## src/rtl/led_panel_pkg.sv

```systemverilog
// Shared constants, FSM state type and row-sequencing helper for the LED panel scan driver.
package led_panel_pkg;

    localparam int PIXELS   = 64;
    localparam int BPP      = 3;
    localparam int ROWS     = 7;
    localparam int ROW_BITS = PIXELS * BPP;

    localparam logic [2:0] LAST_ROW  = 3'(ROWS - 1);
    localparam logic [5:0] LAST_PIX  = 6'(PIXELS - 1);

    typedef enum logic [2:0] {
        IDLE,
        LOAD,
        SHIFT,
        LATCH,
        DISPLAY,
        NEXT
    } scan_state_e;

    function automatic logic [2:0] next_row(input logic [2:0] row);
        return (row == LAST_ROW) ? 3'd0 : row + 3'd1;
    endfunction

endpackage

```

## src/rtl/panel_shift_reg.sv

```systemverilog
// 192-bit parallel-load shift register; shifts one 3-bit pixel per step, top pixel first.
module panel_shift_reg
    import led_panel_pkg::*;
(
    input  logic                clk,
    input  logic                rst_n,
    input  logic                load,
    input  logic                shift,
    input  logic [ROW_BITS-1:0] load_data,
    output logic [BPP-1:0]      pixel
);

    logic [ROW_BITS-1:0] sr_q, sr_d;

    // Zeros fill from the bottom so a fully shifted row leaves the data lines low.
    always_comb begin
        sr_d = sr_q;
        if (load) begin
            sr_d = load_data;
        end else if (shift) begin
            sr_d = {sr_q[ROW_BITS-BPP-1:0], {BPP{1'b0}}};
        end
    end

    always_ff @(posedge clk or negedge rst_n) begin
        if (!rst_n) begin
            sr_q <= '0;
        end else begin
            sr_q <= sr_d;
        end
    end

    assign pixel = sr_q[ROW_BITS-1 -: BPP];

endmodule

```

## src/rtl/bitmap_scan_driver.sv

```systemverilog
// Seven-row, 64-pixel RGB LED panel scan driver: shift, latch, display, advance row.
// Optional tear-free frame buffering is enabled with `define BITMAP_SCAN_DOUBLE_BUFFER_EN.
module bitmap_scan_driver
    import led_panel_pkg::*;
#(
    parameter int unsigned CLK_DIV = 2,
    parameter int unsigned ON_TIME = 64
)(
    input  logic                clk,
    input  logic                rst_n,
    input  logic                en,
    input  logic [ROW_BITS-1:0] bitmap0,
    input  logic [ROW_BITS-1:0] bitmap1,
    input  logic [ROW_BITS-1:0] bitmap2,
    input  logic [ROW_BITS-1:0] bitmap3,
    input  logic [ROW_BITS-1:0] bitmap4,
    input  logic [ROW_BITS-1:0] bitmap5,
    input  logic [ROW_BITS-1:0] bitmap6,
    output logic                panel_r,
    output logic                panel_g,
    output logic                panel_b,
    output logic                panel_sclk,
    output logic                panel_lat,
    output logic                panel_oe_n,
    output logic [2:0]          row_addr,
    output logic                frame_done
);

    localparam logic [7:0]  DIV_LAST = 8'(CLK_DIV - 1);
    localparam logic [15:0] ON_LAST  = 16'(ON_TIME - 1);

    scan_state_e         state_q, state_d;
    logic [2:0]          pend_q, pend_d;
    logic [7:0]          div_cnt_q, div_cnt_d;
    logic [5:0]          pix_cnt_q, pix_cnt_d;
    logic [15:0]         on_cnt_q, on_cnt_d;
    logic                sclk_q, sclk_d;
    logic                lat_q, lat_d;
    logic                oe_n_q, oe_n_d;
    logic [2:0]          row_addr_q, row_addr_d;
    logic                frame_done_q, frame_done_d;
    logic                sr_load, sr_shift;
    logic [ROW_BITS-1:0] load_data;
    logic [BPP-1:0]      pixel;
    logic [ROW_BITS-1:0] live_rows [ROWS];

    assign live_rows[0] = bitmap0;
    assign live_rows[1] = bitmap1;
    assign live_rows[2] = bitmap2;
    assign live_rows[3] = bitmap3;
    assign live_rows[4] = bitmap4;
    assign live_rows[5] = bitmap5;
    assign live_rows[6] = bitmap6;

`ifdef BITMAP_SCAN_DOUBLE_BUFFER_EN
    logic [ROW_BITS-1:0] shadow_q [ROWS];
    logic [ROW_BITS-1:0] shadow_d [ROWS];

    // Row 0 loads straight from the live input while the whole frame is snapshotted.
    always_comb begin
        shadow_d = shadow_q;
        if (state_q == LOAD && pend_q == 3'd0) begin
            shadow_d = live_rows;
        end
        load_data = (pend_q == 3'd0) ? live_rows[0] : shadow_q[pend_q];
    end

    always_ff @(posedge clk or negedge rst_n) begin
        if (!rst_n) begin
            for (int i = 0; i < ROWS; i++) begin
                shadow_q[i] <= '0;
            end
        end else begin
            shadow_q <= shadow_d;
        end
    end
`else
    always_comb begin
        load_data = live_rows[pend_q];
    end
`endif

    always_comb begin
        state_d      = state_q;
        pend_d       = pend_q;
        div_cnt_d    = div_cnt_q;
        pix_cnt_d    = pix_cnt_q;
        on_cnt_d     = on_cnt_q;
        sclk_d       = sclk_q;
        row_addr_d   = row_addr_q;
        sr_load      = 1'b0;
        sr_shift     = 1'b0;

        case (state_q)
            IDLE: begin
                if (en) begin
                    state_d = LOAD;
                end
            end
            LOAD: begin
                sr_load   = 1'b1;
                pix_cnt_d = LAST_PIX;
                div_cnt_d = '0;
                sclk_d    = 1'b0;
                state_d   = SHIFT;
            end
            // Each pixel: CLK_DIV cycles low, CLK_DIV high; data moves only on the falling step.
            SHIFT: begin
                if (div_cnt_q == DIV_LAST) begin
                    div_cnt_d = '0;
                    if (!sclk_q) begin
                        sclk_d = 1'b1;
                    end else begin
                        sclk_d   = 1'b0;
                        sr_shift = 1'b1;
                        if (pix_cnt_q == '0) begin
                            state_d = LATCH;
                        end else begin
                            pix_cnt_d = pix_cnt_q - 6'd1;
                        end
                    end
                end else begin
                    div_cnt_d = div_cnt_q + 8'd1;
                end
            end
            LATCH: begin
                on_cnt_d = '0;
                state_d  = DISPLAY;
            end
            DISPLAY: begin
                if (on_cnt_q == ON_LAST) begin
                    state_d = NEXT;
                end else begin
                    on_cnt_d = on_cnt_q + 16'd1;
                end
            end
            NEXT: begin
                pend_d = next_row(pend_q);
                if (pend_q == LAST_ROW) begin
                    state_d = en ? LOAD : IDLE;
                end else begin
                    state_d = LOAD;
                end
            end
            default: begin
                state_d = IDLE;
            end
        endcase

        // Outputs are decoded from the next state so they line up with the state register.
        lat_d        = (state_d == LATCH);
        oe_n_d       = (state_d != DISPLAY);
        frame_done_d = (state_d == NEXT) && (pend_q == LAST_ROW);
        if (state_d == LATCH) begin
            row_addr_d = pend_q;
        end
    end

    always_ff @(posedge clk or negedge rst_n) begin
        if (!rst_n) begin
            state_q      <= IDLE;
            pend_q       <= '0;
            div_cnt_q    <= '0;
            pix_cnt_q    <= '0;
            on_cnt_q     <= '0;
            sclk_q       <= 1'b0;
            lat_q        <= 1'b0;
            oe_n_q       <= 1'b1;
            row_addr_q   <= '0;
            frame_done_q <= 1'b0;
        end else begin
            state_q      <= state_d;
            pend_q       <= pend_d;
            div_cnt_q    <= div_cnt_d;
            pix_cnt_q    <= pix_cnt_d;
            on_cnt_q     <= on_cnt_d;
            sclk_q       <= sclk_d;
            lat_q        <= lat_d;
            oe_n_q       <= oe_n_d;
            row_addr_q   <= row_addr_d;
            frame_done_q <= frame_done_d;
        end
    end

    panel_shift_reg u_shift_reg (
        .clk       (clk),
        .rst_n     (rst_n),
        .load      (sr_load),
        .shift     (sr_shift),
        .load_data (load_data),
        .pixel     (pixel)
    );

    assign panel_r    = pixel[2];
    assign panel_g    = pixel[1];
    assign panel_b    = pixel[0];
    assign panel_sclk = sclk_q;
    assign panel_lat  = lat_q;
    assign panel_oe_n = oe_n_q;
    assign row_addr   = row_addr_q;
    assign frame_done = frame_done_q;

endmodule

```

## config.mk

```make
export PLATFORM = sky130hd
export DESIGN_NAME = bitmap_scan_driver
export DESIGN_NICKNAME = d
export VERILOG_FILES = /design/src/rtl/led_panel_pkg.sv /design/src/rtl/panel_shift_reg.sv /design/src/rtl/bitmap_scan_driver.sv
export SDC_FILE = /design/constraint.sdc
export NUM_CORES = 1
export LEC_CHECK = 0
export ABC_AREA = 1
export BUFFER_PORTS_ARGS = -buffer_cell sky130_fd_sc_hd__buf_2
export CELL_PAD_IN_SITES_DETAIL_PLACEMENT = 1
export CELL_PAD_IN_SITES_GLOBAL_PLACEMENT = 2
export CORE_AREA = 2 2 531 533
export CTS_CLUSTER_DIAMETER = 30
export DETAILED_ROUTE_END_ITERATION = 10
export DIE_AREA = 0 0 533 535
export PLACE_DENSITY_LB_ADDON = 0.1
export SETUP_SLACK_MARGIN = 0.5
export SYNTH_ARGS = -nofsm -noshare
export SYNTH_HDL_FRONTEND = slang
export SYNTH_SLANG_ARGS = --single-unit
```

## constraint.sdc

```tcl
create_clock -name clk -period 1.6 [get_ports clk]
set_input_delay 0 -clock clk [delete_from_list [all_inputs] [get_ports clk]]
set_output_delay 0 -clock clk [all_outputs]
set_load 0.01 [all_outputs]
```

==> flow_summary_export.csv, run 1 <==
group,metric,value,unit
outcome,status,"complete, but fails checks",
outcome,violations,"negative hold slack, negative setup slack",
logic_synthesis,ys_warn_count,0,
cells_and_area,areaGrowthSynthToFinish,108,%
setup_path,critPathCaptureType,"flop",
global_route,overflow,0,
timing,fin_skew,0.0328,ns
power_and_ir_drop,irDropWorstVdd,655,uV
drt,postRouteAntennaNets,0,
worst_hold_path,hold_path.class,"in -> reg",
clocking,cts.sinks,235,
logic_synthesis,synth_top_family_by_area,"simple AND/OR/NAND/NOR gates",
cells_and_area,drive_gt1_share,34.2,%
timing,period_share,130,%
timing,setup_viol,203,
timing,max_freq,0.481,GHz
logic_synthesis,syn-cell-area,26000,um2
floorplanning,start_util,9.34,%
floorplanning,die-area,285000,um2
cells_and_area,nets,8768,
setup_path,critPathSlowestCell,"dfrtp_4",
timing,timing.hold.ws,-0.0354,ns
drt,drc,0,
clocking,numCtsBuffers,103,
logic_synthesis,synth_area_leader_cell,"nand2_1",
clocking,clock_path_buffers,3,
logic_synthesis,ys_seq_area_share,22.6,%
drt,drtIter0Drc,1382,
floorplanning,die_width,533,um
setup_path,max_stage_delay,0.52,ns
global_route,antenna_found_initial,95,
place,io_buffers,1356,
timing,slew_headroom,61.8,%
timing,setup_slack,-0.480,ns
logic_synthesis,synthArstFlopShare,100,%
timing,worst_pin_slew,0.573,ns
logic_synthesis,syn_inst,5026,
logic_synthesis,synth_edf_count,0,
setup_path,crit_chain,"clkinv_16 -> buf_12 -> buf_4 -> or2_2 -> nand2_1 -> nand2_1 -> nand3_2 -> buf_4 -> nand2_1 -> nand2_1 -> nand2_1",
logic_synthesis,synth.avg_cell_area,5.18,um2
floorplanning,coreArea,279000,um2
cells_and_area,final_area,54100,um2
logic_synthesis,synthAdderAreaFrac,0.192,%
global_route,grt_pass1_vias,45300,
global_route,grt_pass1_wl,348000,um
setup_path,critPathArrivalTime,2.60,ns
setup_path,worstPathMaxFanout,38,
clocking,clock_latency,0.66,ns
clocking,htree_levels,3,
logic_synthesis,ys_types,32,
place,dpl_cell_area,41300,um2
place,hpwl,208000,um
logic_synthesis,synth_top_area_share,31.1,%
place,gp_congestion,0.814,
logic_synthesis,synth_compound_area_share,1.25,%
flow_run,max_cap_violations,0,
logic_synthesis,synth_xor_area_share,0.135,%
power_and_ir_drop,power.density,558,nW/um2
setup_path,critical_path_buf_inv_count,4,
drt,via_per_inst,3.62,
global_route,grt_usage,17.1,%
logic_synthesis,synthSimpleGateAreaFrac,62.0,%
drt,vias,40800,
setup_path,start_kind,"flop",
timing,hold_viol_final,10,
setup_path,critPathMostFrequentCell,"nand2_1",
logic_synthesis,synthFlopType,"dfrtp_1",
setup_path,cp_data_required_time,2.12,ns
setup_path,critical_path.top_delay_family,"simple AND/OR/NAND/NOR gates",
cells_and_area,multiInputGateArea,17900,um2
timing,period_minus_slack,2.08,ns
logic_synthesis,synthMuxAreaShare,0,%
logic_synthesis,synth.area.top_cells,"nand2_1 31%, dfrtp_1 22%, nand3_1 16%, inv_1 7.8%, nor2_1 7.7%",
clocking,cts_tree,"done",
cells_and_area,nFillCells,34700,
logic_synthesis,synth_nets,6377,
floorplanning,ioPinCount,1357,
power_and_ir_drop,leakage,28.3,nW
drt,wl_per_cell,22.5,um
drt,drt-total-wl,254000,um
timing,maxSlewViolCount,0,
floorplanning,fp.dieH,535,um
cells_and_area,regArea,5890,um2
timing,rsz0062_at_grt,"true",
logic_synthesis,ys_seq_elements,235,
global_route,grt_max_degree,51,
clocking,root_buffer,"clkbuf_16",
drt,first_pass_iters,5,
floorplanning,rows,194,
setup_path,path_class,"reg -> reg",
clocking,clk_pin_slew,0.04,ns
-- stage by stage --
step / worst slack (ns) / power [mW] / util (%) / instances / setup TNS [ns]
global placement: -0.791 / 10.3 / 14.8 / 10300 / -90.55
floorplan: 0.123 / 7.42 / - / 5026 / 0
finish: -0.480 / 30.2 / 19.4 / 11300 / -73.44
detailed placement: -0.767 / 10.3 / 14.8 / 10300 / -92.47
CTS: -0.542 / 30.9 / 18.9 / 11200 / -82.64
global route: -0.600 / 31.7 / 19.4 / 11200 / -100.63
-- cell type report --
| type | instances | area share (%) |
|---|---|---|
| inverter | 547 | 3.93 |
| clock inverter | 14 | 0.171 |
| multi-input combinational | 3905 | 33.1 |
| tap | 3724 | 8.62 |
| timing repair buffer | 2625 | 37.2 |
| sequential | 235 | 10.9 |
| clock buffer | 176 | 5.95 |
| antenna | 39 | 0.181 |
-- flip-flops by register name, summed over array words and instances (netlist names), 3 cells and up --
| signal | flops |
|---|---|
| u_shift_reg.sr_q | 192 |
| on_cnt_q | 16 |
| div_cnt_q | 8 |
| pix_cnt_q | 6 |
| pend_q | 3 |
| row_addr | 3 |
| state_q | 3 |
-- power by group --
part	switching [mW]	leakage [nW]	internal [mW]
logic	2.40	23.7	2.99
clock network	5.19	1.63	13.3
registers	0.183	2.89	6.18
-- worst register-to-register path: stages (launching register included) --
cell	delay (ns)
dfrtp_4	0.52
clkinv_16	0.15
buf_12	0.26
buf_4	0.19
or2_2	0.27
nand2_1	0.07
nand2_1	0.07
nand3_2	0.12
buf_4	0.12
nand2_1	0.04
nand2_1	0.07
nand2_1	0.05
-- per-layer routing --
layer  GRT usage (%)  up-vias  share of wire, %
met4            3.66       46               2.2
met3            3.38      277               4.3
met5               0        -              0.12
met1            19.3    19100                40
li1                -    20300                 -
met2            32.6     1053                53
-- cell usage in the layout (no fill, tap or decap), drive strengths merged, types with 114 or more instances in the layout --
cell type / instances
nand2: 2159
buf: 1905
nand3: 832
inv: 548
dfrtp: 234
clkbuf: 184
or2: 191
nor3: 114
nor2: 533
dlygate4sd3: 711
-- cells by family (layout without fill, tap and decap cells) --
group / Yosys count / in the layout
AND/OR/NAND/NOR: 3841 / 3841
buffers and inverters: 886 / 3362
flip-flops: 235 / 235
AO/OA/AOI/OAI: 56 / 56
adder cells (fa/ha/maj): 4 / 4
XOR/XNOR: 4 / 4
other: 0 / 39
-- synthesized netlist by cell type (16+ instances only) --
cell type  instances
nand2_1         2158
nand3_1          831
inv_1            539
nor2_1           532
dfrtp_1          234
or2_2            182
buf_2            168
clkbuf_1         129
nor3_1           112
buf_1             26
a21oi_1           21
buf_4             16
-- final timing paths --
kind                                 startpoint                    end  slack (ns)  cells after the start
setup reg to reg                      pend_q[0]   u_shift_reg.sr_q[55]       -0.48                     11
min in group asynchronous                 rst_n  u_shift_reg.sr_q[137]        0.10                      3
max in group asynchronous                 rst_n  u_shift_reg.sr_q[179]        1.12                      3
hold / removal                      bitmap0[94]   u_shift_reg.sr_q[94]       -0.04                      9
setup / recovery                      pend_q[0]   u_shift_reg.sr_q[55]       -0.48                     11
hold reg to reg            u_shift_reg.sr_q[35]   u_shift_reg.sr_q[35]        0.46                      2
-- timing repair --
| item | in CTS | in global routing |
|---|---|---|
| hold buffers | 703 | 9 |
| pin swaps | 15 | 32 |
| gates resized for setup | 177 | 208 |
| endpoints found under the setup margin | 245 | 245 |
| endpoints found under the hold margin | 401 | 9 |
| buffers inserted | 9 | 16 |
| gates cloned | 8 | 9 |
Power figures use the tool's default switching activity.
==> run 2, diff against run 1 <==
--- a/config.mk
+++ b/config.mk
@@ -13,7 +13,7 @@
 export CTS_CLUSTER_DIAMETER = 30
 export DETAILED_ROUTE_END_ITERATION = 10
 export DIE_AREA = 0 0 533 535
-export PLACE_DENSITY_LB_ADDON = 0.1
+export PLACE_DENSITY = 0.56
 export SETUP_SLACK_MARGIN = 0.5
 export SYNTH_ARGS = -nofsm -noshare
 export SYNTH_HDL_FRONTEND = slang
==> flow_summary_export.csv, run 2 (synthesized netlist as in run 1, its figures left out) <==
group,metric,value,unit
outcome,status,"complete, but fails checks",
outcome,violations,"negative hold slack, negative setup slack",
timing,maxSlewViolCount,0,
setup_path,critPathCaptureType,"flop",
power_and_ir_drop,irDropWorstVdd,732,uV
global_route,grt_pass1_wl,367000,um
clocking,cts.sinks,235,
clocking,htree_levels,3,
timing,fin_skew,0.0278,ns
clocking,numCtsBuffers,100,
place,io_buffers,1356,
floorplanning,coreArea,279000,um2
floorplanning,rows,194,
cells_and_area,final_common_cell,"nand2_1",
clocking,clock_path_buffers,3,
floorplanning,die-area,285000,um2
global_route,grt_max_degree,59,
global_route,antenna_found_initial,163,
cells_and_area,multiInputGateArea,18200,um2
drt,via_per_inst,3.80,
timing,period_share,130,%
clocking,clock_latency,0.69,ns
setup_path,start_kind,"flop",
cells_and_area,areaGrowthSynthToFinish,127,%
setup_path,critPathArrivalTime,2.64,ns
place,hpwl,216000,um
setup_path,worstPathMaxFanout,10,
global_route,grt_usage,18.0,%
drt,drtIter0Drc,1712,
power_and_ir_drop,pwr-share-seq,18.6,%
clocking,root_buffer,"clkbuf_16",
timing,rsz0062_at_grt,"true",
timing,setup_slack,-0.481,ns
cells_and_area,largest_register,"u_shift_reg.sr_q",
power_and_ir_drop,clkPwrFrac,62.4,%
timing,hold_viol_final,25,
clocking,cts_tree,"done",
clocking,clk_pin_slew,0.04,ns
drt,vias,44200,
timing,timing.hold.ws,-0.141,ns
drt,drc,0,
global_route,grt_pass1_vias,48800,
power_and_ir_drop,power.density,583,nW/um2
power_and_ir_drop,p_sw_share,25.8,%
cells_and_area,nets,9121,
timing,max_freq,0.481,GHz
timing,period_minus_slack,2.08,ns
cells_and_area,drive_gt1_share,33.0,%
cells_and_area,nFillCells,34400,
place,dpl_cell_area,40700,um2
power_and_ir_drop,intPower,25.5,mW
floorplanning,ioPinCount,1357,
floorplanning,start_util,9.34,%
cells_and_area,regArea,5890,um2
floorplanning,fp.dieH,535,um
cells_and_area,final_area,59100,um2
global_route,overflow,0,
worst_hold_path,hold_path.class,"in -> async",
power_and_ir_drop,p_switching,8.90,mW
drt,drt-total-wl,275000,um
cells_and_area,final_core_util,21.2,%
cells_and_area,reg_top3,"u_shift_reg.sr_q: 192 flops, on_cnt_q: 16 flops, div_cnt_q: 8 flops",
place,gp_congestion,0.895,
timing,tns,-74.38,ns
timing,worst_pin_slew,0.580,ns
flow_run,max_cap_violations,0,
cells_and_area,largest_register_ffs,192,
drt,wl_per_cell,23.7,um
setup_path,cp_data_required_time,2.16,ns
setup_path,path_class,"reg -> reg",
timing,slew_headroom,61.3,%
floorplanning,die_width,533,um
cells_and_area,most-common-layout-cells,"2,013 x nand2_1, 1,355 x buf_2, 1,105 x dlygate4sd3_1",
timing,setup_viol,211,
power_and_ir_drop,power_frac_comb,19.0,%
drt,first_pass_iters,5,
power_and_ir_drop,leakage,30.3,nW
drt,postRouteAntennaNets,0,
## run 2: cell count changes in the layout (fill, tap and decap cells not counted), moves of 21 or more
cell           change
clkbuf_1          -26
nand2_1           -45
bufinv_16         +21
dlygate4sd3_1    +394
diode_2           +35
buf_4             -88
nand2_2           +29
buf_6             +21
nand3_1           -31
## run 2: critical path, cell delays in order (launching register included)
cell	delay, ns
dfrtp_4	0.46
buf_12	0.19
clkinv_16	0.12
buf_16	0.18
buf_12	0.14
buf_4	0.14
or2_2	0.26
nand2_1	0.07
nand2_1	0.07
nand3_2	0.10
nand2_1	0.06
nand2_1	0.06
nand2_1	0.05
## run 2: power groups by stage
stage	registers, mW	logic, mW	clock network [mW]
2_1_floorplan	6.33	1.10	0
5_1_grt	6.42	7.10	22.4
3_5_place_dp	6.50	3.99	0
6_report	6.40	6.55	21.5
4_1_cts	6.43	6.45	22.0
3_3_place_gp	6.50	4.01	0
## run 2: repair_timing
action	in CTS	in global routing
hold endpoints to repair	419	27
buffers inserted	6	35
cloned	5	26
resized for setup	148	399
setup endpoints to repair	245	245
hold buffers	1094	11
pin swaps	7	70
## run 2: area by class of cell
type / instances / area share [%]
Antenna cell: 74 / 0.314
Clock buffer: 136 / 4.86
Clock inverter: 42 / 1.44
Inverter: 547 / 3.60
Multi-Input combinational cell: 3905 / 30.8
Sequential cell: 235 / 9.98
Tap cell: 3724 / 7.89
Timing Repair Buffer: 2980 / 41.0
Timing Repair inverter: 1 / 0.0509
## run 2: final timing paths
check	startpoint	end	slack [ns]	cells after the start
setup / recovery	pend_q[0]	u_shift_reg.sr_q[28]	-0.48	12
hold / removal	rst_n	u_shift_reg.sr_q[136]	-0.14	2
setup reg to reg	pend_q[0]	u_shift_reg.sr_q[28]	-0.48	12
hold reg to reg	u_shift_reg.sr_q[28]	u_shift_reg.sr_q[28]	0.47	2
max in group asynchronous	rst_n	panel_oe_n	0.93	3
min in group clk	bitmap6[159]	u_shift_reg.sr_q[159]	-0.03	9
## run 2: layer usage
layer | wire length, um | GRT usage, %
met1 | 107000 | 20.0
met2 | 142000 | 34.0
met3 | 14800 | 3.53
met4 | 11200 | 5.92
met5 | 430 | 0
## run 2: through the flow
step	power [mW]	worst slack, ns	std cells
after detailed placement	10.5	-0.763	10200
after CTS	34.9	-0.549	11500
after global placement	10.5	-0.781	10200
after global routing	35.9	-0.559	11600
final	34.4	-0.481	11600
after floorplan	7.42	0.123	5026
